**src/rtl/ntt_pkg.sv**
```systemverilog
// Shared constants and FSM encoding for the forward-NTT stage sequencer.
package ntt_pkg;
    localparam int N               = 256;
    localparam int NUM_CORES       = 8;
    localparam int ITERS_PER_STAGE = N / 2 / NUM_CORES;
    localparam int LEN_FIRST       = N / 2;
    localparam int LEN_LAST        = 2;

    typedef enum logic [1:0] {
        IDLE = 2'd0,
        RUN  = 2'd1,
        FIN  = 2'd2
    } state_t;
endpackage

```
**src/rtl/ntt_offset_calc.sv**
```systemverilog
// Per-core upper-operand offset; short stages interleave butterfly groups so
// the lower operand (offs_a+len) stays inside the core's 32-word window.
module ntt_offset_calc #(
    parameter int LEN_W = 8
) (
    input  logic [LEN_W-1:0] len,
    input  logic [3:0]       iter,
    output logic [4:0]       offs_a
);
    // Insert a zero bit at position log2(len) to skip over the lower half-group.
    always_comb begin
        offs_a = {1'b0, iter};
        case (len)
            LEN_W'(8): offs_a = {iter[3],   1'b0, iter[2:0]};
            LEN_W'(4): offs_a = {iter[3:2], 1'b0, iter[1:0]};
            LEN_W'(2): offs_a = {iter[3:1], 1'b0, iter[0]};
            default:   offs_a = {1'b0, iter};
        endcase
    end
endmodule

```
**src/rtl/ntt_stage_ctrl.sv**
```systemverilog
// Sequences the seven forward-NTT stages as (len, stage, iter) commands to the
// butterfly array with valid/ready flow control, abort and a done pulse.
module ntt_stage_ctrl
    import ntt_pkg::*;
#(
    parameter int ITERS = ITERS_PER_STAGE,
    parameter int LEN_W = 8
) (
    input  logic             clk,
    input  logic             rst_n,
    input  logic             start,
    input  logic             abort,
    input  logic             ready,
    output logic             valid,
    output logic [LEN_W-1:0] len,
    output logic [2:0]       stage,
    output logic [3:0]       iter,
    output logic [4:0]       offs_a,
    output logic             busy,
    output logic             done
);
    state_t           state, state_nx;
    logic [LEN_W-1:0] len_nx;
    logic [2:0]       stage_nx;
    logic [3:0]       iter_nx;
    logic             hs, last_iter, last_len;

    assign hs        = valid && ready;
    assign last_iter = (iter == 4'(ITERS - 1));
    assign last_len  = (len == LEN_W'(LEN_LAST));

    always_comb begin
        state_nx = state;
        len_nx   = len;
        stage_nx = stage;
        iter_nx  = iter;
        case (state)
            IDLE: begin
                if (start && !abort) begin
                    state_nx = RUN;
                    len_nx   = LEN_W'(LEN_FIRST);
                    stage_nx = 3'd0;
                    iter_nx  = 4'd0;
                end
            end
            RUN: begin
                // abort outranks a handshake landing in the same cycle
                if (abort) begin
                    state_nx = IDLE;
                end else if (hs) begin
                    if (!last_iter) begin
                        iter_nx = iter + 4'd1;
                    end else if (!last_len) begin
                        iter_nx  = 4'd0;
                        len_nx   = len >> 1;
                        stage_nx = stage + 3'd1;
                    end else begin
                        state_nx = FIN;
                    end
                end
            end
            FIN:     state_nx = IDLE;
            default: state_nx = IDLE;
        endcase
    end

    // Status flags are registered from the next state so they line up with it.
    always_ff @(posedge clk or negedge rst_n) begin
        if (!rst_n) begin
            state <= IDLE;
            valid <= 1'b0;
            busy  <= 1'b0;
            done  <= 1'b0;
            len   <= LEN_W'(LEN_FIRST);
            stage <= 3'd0;
            iter  <= 4'd0;
        end else begin
            state <= state_nx;
            valid <= (state_nx == RUN);
            busy  <= (state_nx != IDLE);
            done  <= (state_nx == FIN);
            len   <= len_nx;
            stage <= stage_nx;
            iter  <= iter_nx;
        end
    end

    ntt_offset_calc #(.LEN_W(LEN_W)) u_offs (
        .len    (len),
        .iter   (iter),
        .offs_a (offs_a)
    );
endmodule

```
**config.mk**
```make
export PLATFORM = sky130hd
export DESIGN_NAME = ntt_stage_ctrl
export DESIGN_NICKNAME = d
export VERILOG_FILES = /design/src/rtl/ntt_pkg.sv /design/src/rtl/ntt_offset_calc.sv /design/src/rtl/ntt_stage_ctrl.sv
export SDC_FILE = /design/constraint.sdc
export NUM_CORES = 1
export LEC_CHECK = 0
export BUFFER_PORTS_ARGS = -buffer_cell sky130_fd_sc_hd__buf_4
export CELL_PAD_IN_SITES_DETAIL_PLACEMENT = 1
export CELL_PAD_IN_SITES_GLOBAL_PLACEMENT = 1
export CORE_MARGIN = 2
export CORE_UTILIZATION = 41
export CTS_CLUSTER_DIAMETER = 150
export DETAILED_ROUTE_END_ITERATION = 10
export GPL_ROUTABILITY_DRIVEN = 0
export PLACE_DENSITY = 0.83
export SLEW_MARGIN = 20
export SYNTH_ARGS = -nofsm -noshare
export SYNTH_HDL_FRONTEND = slang
export SYNTH_SLANG_ARGS = --single-unit
```
**constraint.sdc**
```tcl
create_clock -name clk -period 5 [get_ports clk]
set_input_delay 0.25 -clock clk [delete_from_list [all_inputs] [get_ports clk]]
set_output_delay 0.25 -clock clk [all_outputs]
set_load 0.02 [all_outputs]
```
## Yosys cells after proc, flatten, opt, wreduce, memory -nomap -nowiden

Cells that the tools add are included.

- Register bits after elaboration: 20
- Input port bits: 5
- Output and inout bits: 23
- Word-level logic and storage cells: 55

- Add/sub/neg operators: 2
- Eq/ne operators: 13
- Multiplexer cells: 25
- Reduce and logical (&&, ||, !) cells: 8

Operator list:

| kind | number |
|---|---|
| 8-bit two-way mux | 5 |
| 4-bit two-way mux | 5 |
| 8-bit one-hot mux with 2 select lines | 1 |
| 3-bit two-way mux | 5 |
| 5-bit one-hot mux with 3 select lines | 1 |
| 2-bit two-way mux | 5 |
| 2-bit inequality test, second input constant | 5 |
| 8-bit by 2-bit == test with 1-bit output, second input constant | 1 |
| 8-bit by 3-bit == test with 1-bit output, second input constant | 1 |
| 8-bit by 4-bit == test with 1-bit output, second input constant | 1 |
| 4-bit one-hot mux with 2 select lines | 1 |
| 3-bit one-hot mux with 2 select lines | 1 |
| 6-bit AND reduction | 1 |
| 5-bit AND reduction | 1 |
| 4-bit by 1-bit adder with 4-bit output, second input constant | 1 |
| 2-bit by 1-bit == test with 1-bit output, second input constant | 2 |
| 4-bit == test, second input constant | 1 |
| 2-bit one-hot mux with 2 select lines | 1 |
| 2-bit nonzero test | 2 |
| 3-bit by 1-bit adder with 3-bit output, second input constant | 1 |
| 3-bit inequality test, second input constant | 1 |
| 2-bit == test, second input constant | 1 |
| 1-bit logical AND | 2 |
| 2-bit zero test | 1 |
| 1-bit zero test | 1 |

## Logic depth before layout (Yosys ltp)

- Depth in word-level cells: 7
- Mapped depth: 6
- Gate-level depth less buffers: 5

## Modules after synthesis

A second synthesis with hierarchy kept.

- Cell total of the unflattened synthesis: 104
- Area total of the unflattened synthesis: 1107.3 um2

Modules (own cells, without submodules):

| module | times used | cells each | area each (um2) | seq. area each (um2) |
|---|---|---|---|---|
| ntt_stage_ctrl | 1 | 77 | 940.9 | 501.7 |
| ntt_offset_calc | 1 | 27 | 166.4 | 0.0 |

## Worst setup path before layout

Ideal clock, no wire load.

- Path type: register -> output
- Start point: register len[5]
- End point: output offs_a[4]
- Arrival: 2.230 ns
- Data required time: 4.750 ns
- Slack: 2.520 ns
- Stages on the path, launching flop included: 4
- Buffers on the path: 0
- Cell sequence: dfrtp_1 > or4_4 > nand2b_1 > a2111oi_0

- Cells in the longest elaborated chain, start to end: 2
- Elaborated cells on any way between the ends: 4
- Classes of those cells: eq/ne: 3; mux: 1

Ends and longest elaborated chain:

| item | RTL line | source |
|---|---|---|
| start: declaration | ntt_stage_ctrl.sv:15 | `output logic [LEN_W-1:0] len,` |
| start signal: assignment | ntt_stage_ctrl.sv:74 | `len <= LEN_W'(LEN_FIRST);` |
| start signal: assignment | ntt_stage_ctrl.sv:82 | `len <= len_nx;` |
| 8-bit by 2-bit == test with 1-bit output, or another cell as far along | ntt_offset_calc.sv:13 | `case (len)` |
| 5-bit one-hot mux with 3 select lines (*) | ntt_offset_calc.sv:13 |  |
| end: declaration | ntt_stage_ctrl.sv:18 | `output logic [4:0] offs_a,` |

Mark *: on every way between the ends. The rest lies on a longest branch, timed or not.

## Worst setup path after layout

- Start point: register len[5]
- End point: output offs_a[3]

The elaborated chain is that of the path after synthesis.

==> results.md <==
Floorplanning:
- The core region is 2480 µm².
- The die is 55.1 µm wide.
- The die covers 3040 µm².
- The initialized floorplan defines 18 standard-cell rows.
- For this configuration, the core starts out at a cell density of 43.3%.
- During I/O placement, the number of pins put on the boundary was 28.
- The die is 55.1 µm tall.

Global routing:
- For this run the aggregate overflow at the end of global routing stands at 0.
- The via count of the first global-routing pass is 921.
- The initial antenna violation count is 0.
- The first-pass GRT wire length is 4350 µm.
- In the global route stage, overall resource usage came out at 20.2%.
- Entering global routing, the biggest net connects 21 pins.

Synth:
- The simple logic cell fraction of the synthesized area is 18.3%.
- The synthesized netlist devotes 2.33% of its cell area to adder and majority cells.
- The library cell with the largest summed area after synthesis is sky130_fd_sc_hd__dfrtp_1.
- The number of flops mapped to enable cells by yosys is 0.
- The average cell area after synthesis is 9.49 µm².
- Sequential elements use 46.8% of the synthesized area.
- Synthesis inferred 20 register bits.
- The Yosys step of the flow raised 0 warnings.
- The cell count after synthesis came out at 113.
- Sorting the synthesized cells by area gives the leading types as sky130_fd_sc_hd__dfrtp_1 44%, sky130_fd_sc_hd__mux2i_1 11%, sky130_fd_sc_hd__nand2_1 6.0%.
- The net count after synthesis is 120.
- The number of different library cells in the post-synthesis netlist is 36.
- Among all flip-flop cells after synthesis, the most frequent one is sky130_fd_sc_hd__dfrtp_1.
- The synthesized netlist occupies a cell area of 1070 µm².
- The fraction of registers with async set or reset after synthesis is 100%.
- The largest family of logic cells by synthesized area is simple AND/OR/NAND/NOR gates.
- Summing the areas of all xor and xnor instances in the mapped netlist gives 0.817% of the synthesized area.
- Summing the areas of all compound-gate instances in the mapped netlist gives 12.6% of the synthesized area.
- In this run the biggest area consumer among cell types represents 44.3% of the synthesized area.
- The share of synthesized area spent on multiplexers is 11.2%.

Status:
- The flow ran to the end, and the final reports show no timing, DRC or antenna violations.

Clocking:
- TritonCTS created 3 clock buffers.
- The number of levels in the clock H-tree is 1.
- After clock tree synthesis, the flow added hold-fix buffers numbering 1.
- Buffers added to address setup during post-CTS repair amount to 0.
- The root buffer cell chosen for the clock tree is sky130_fd_sc_hd__clkbuf_4.
- After clock tree synthesis, the clock-pin slew on the worst setup and hold paths is 0.11 ns.
- In this run, post-CTS repair resized a total of 0 instances.
- TritonCTS built the clock tree.
- Counting along the longest clock path gives a buffer depth of 2.
- The clock reaches the later pin of the worst-skew pair after 0.30 ns.
- The number of sinks on the clock net is 20.

STA:
- Setup total negative slack on the finished layout was measured at 0 ns.
- The smallest hold slack is 0.275 ns.
- The number of failing hold endpoints at the final stage is 0.
- Subtracting the final worst setup slack from the clock period gives 2.41 ns.
- Setup repair after global routing left no endpoint under its margin.
- The count of pins over their slew limit is 0.
- The worst-margin pin slew is 1.07 ns.
- Setup violations remaining at the end of the flow were counted as 0.
- The fmax is 0.414 GHz.
- On the final layout, the worst clock skew is 0.00137 ns.
- Headroom to the max-slew limit came out at 28.8%.
- In the finished design, the share of the clock period the worst path needs comes to 48.3%.

Detailed routing:
- After the first detailed-routing iteration, the DRC count stood at 15.
- The number of remaining DRC errors is 0.
- The detailed-route vias per instance is 5.53.
- The total length of routed wires is 2650 µm.
- Dividing the detail-routed wire length by the instance count gives 15.6 µm.
- The total via count after detailed routing is 940.
- In this run the remaining antenna-violating nets after routing total 0.
- The first detailed-routing pass ran for 4 iterations.

Setup path:
- The number of buffers and inverters on the critical path is 1.
- The element type at the critical path end is an output port.
- In this run the critical register-to-register path is launched from state[0].
- The critical path's largest stage delay is 0.56 ns.
- The kind of critical path is reg -> out.
- The slowest stage of the critical path is the sky130_fd_sc_hd__or4_4 cell.
- For flop-to-flop paths, the worst setup slack is 2.82 ns.
- The worst register-to-register path ends at iter[3].
- For the worst setup path, the data required time is 4.75 ns.
- The top cell family by delay on the critical path is simple AND/OR/NAND/NOR gates.
- The worst register-to-register path has a depth of 4.
- Data arrives at the worst endpoint at 2.16 ns.
- Walking the worst path, the cells encountered are or4_4 -> or3_1 -> a222oi_1 -> buf_4.
- STA classifies the critical path startpoint as a flop.
- Along the worst path, the maximum fanout reaches 5.

Place:
- The count of input and output buffers is 27.
- Summed over all nets, the half-perimeter wirelength after detailed placement is 2020 µm.
- Including well taps, the total number of placed cells is 165.

Hold path:
- The capture endpoint of the worst hold path is done.
- The class of the tightest hold or removal check is in -> reg.
- The worst hold path begins at ready.
- The number of stages on the worst hold path is 3.

Finish:
- The post-synthesis to final-layout area growth is 24.0%.
- The filler cell count is 291.
- The number of nets in the layout is 148.
- The ratio of cells with drive above 1 in the final layout is 25.0%.
- The number of standard cells in the layout, taps in and fillers out is 170.
- The number of diodes is 0.

Power:
- Dividing total power by cell area gives a power density of 355 nW/µm².
- The worst-case IR drop observed on VDD is 0.316 mV.
- In this run the static leakage power is 0.601 nW.

Run:
- Max-cap violations in this run came to 0.
worst min-delay path, delay by kind of cell:
kind | cells | cell delay [ns]
buf+inv | 1 | 0.11
simple gates | 2 | 0.18
synth_stat cells, drive strengths merged (2+ instances only):
master and n:
buf 3, nor3 2, nand3 2, or3 2, nor4 4, ha 2
mux2i 12, inv 14, a31oi 2, nor2 3, dfrtp 19, o21ai 5
a21oi 3, nand2b 3, clkbuf 2, nand2 17, nor2b 2
worst max path at each step:
stage | from | end | cells past startpoint
floorplan | len[5] | offs_a[4] | 3
detailed placement | iter[0] | len[3] | 5
global route | len[5] | offs_a[2] | 5
finish | len[5] | offs_a[3] | 4
global placement | iter[0] | len[2] | 5
CTS | iter[0] | len[3] | 5
layer usage:
metal	track usage, %	vias to the layer above	share of wire, %
met4	6.10	0	0.87
met2	35.9	21	50
met1	25.5	470	45
met5	0	-	0
li1	-	447	-
met3	2.42	2	3.5
sequential cells by signal (all words and copies together), names as in the netlist:
| signal | cells |
|---|---|
| len | 8 |
| iter | 4 |
| stage | 3 |
| state | 2 |
| busy | 1 |
| done | 1 |
| valid | 1 |
cell usage in the layout, fill, tap and decap left out:
cell type	instances
sky130_fd_sc_hd__nor4b_1	1
sky130_fd_sc_hd__or4_4	1
sky130_fd_sc_hd__clkbuf_4	3
sky130_fd_sc_hd__ha_1	2
sky130_fd_sc_hd__a21oi_1	2
sky130_fd_sc_hd__xnor2_1	1
sky130_fd_sc_hd__nand3_1	2
sky130_fd_sc_hd__a21oi_2	1
sky130_fd_sc_hd__a2111oi_0	1
sky130_fd_sc_hd__nand4_1	1
sky130_fd_sc_hd__nand2b_1	3
sky130_fd_sc_hd__dfstp_2	1
sky130_fd_sc_hd__inv_1	14
sky130_fd_sc_hd__a21o_1	1
sky130_fd_sc_hd__and3_1	1
sky130_fd_sc_hd__o21ba_2	1
sky130_fd_sc_hd__o2111ai_1	1
sky130_fd_sc_hd__a31oi_1	2
sky130_fd_sc_hd__o21ai_0	5
sky130_fd_sc_hd__dlygate4sd3_1	1
sky130_fd_sc_hd__o22ai_1	1
sky130_fd_sc_hd__a21boi_0	1
sky130_fd_sc_hd__o221ai_1	1
sky130_fd_sc_hd__nor3_1	2
sky130_fd_sc_hd__nor2b_1	2
sky130_fd_sc_hd__a211oi_1	1
sky130_fd_sc_hd__a222oi_1	1
sky130_fd_sc_hd__nand2_1	17
sky130_fd_sc_hd__o31ai_1	1
sky130_fd_sc_hd__nor4_1	4
sky130_fd_sc_hd__clkbuf_8	1
sky130_fd_sc_hd__dfrtp_1	19
sky130_fd_sc_hd__or3_1	2
sky130_fd_sc_hd__buf_4	27
sky130_fd_sc_hd__nor2_1	3
sky130_fd_sc_hd__mux2i_1	12
per-stage QoR:
step	total power [mW]	area (µm²)	utilization, %	setup slack [ns]
after global routing	0.505	1330	53.7	2.51
after detailed placement	0.383	1280	51.7	2.56
after global placement	0.373	1280	51.7	2.76
final	0.473	1330	53.7	2.59
after CTS	0.479	1330	53.5	2.51
after floorplan	0.313	1070	-	2.52
kinds of logic (layout without fill, tap and decap cells):
logic type               Yosys count  after routing
AND/OR/NAND/NOR                   39             39
AO/OA/AOI/OAI                     20             20
flip-flops                        20             20
buffers and inverters             19             46
multiplexers                      12             12
adder cells (fa/ha/maj)            2              2
XOR/XNOR                           1              1
area by class of cell:
cell class                      count  area [µm²]  area share (%)
Timing Repair Buffer               28         213            16.0
Tap cell                           30        37.5            2.82
Sequential cell                    20         502            37.7
Multi-Input combinational cell     74         489            36.8
Inverter                           14        52.6            3.95
Clock buffer                        4        36.3            2.73
report_power, final:
part           total (mW)  switching [mW]  internal, mW  leakage, nW
logic               0.160          0.0919        0.0679        0.313
clock network      0.0958          0.0514        0.0445       0.0210
registers           0.217          0.0303         0.187        0.267
total               0.473           0.174         0.299        0.601
Note: power is estimated with default switching activity, not from simulation.
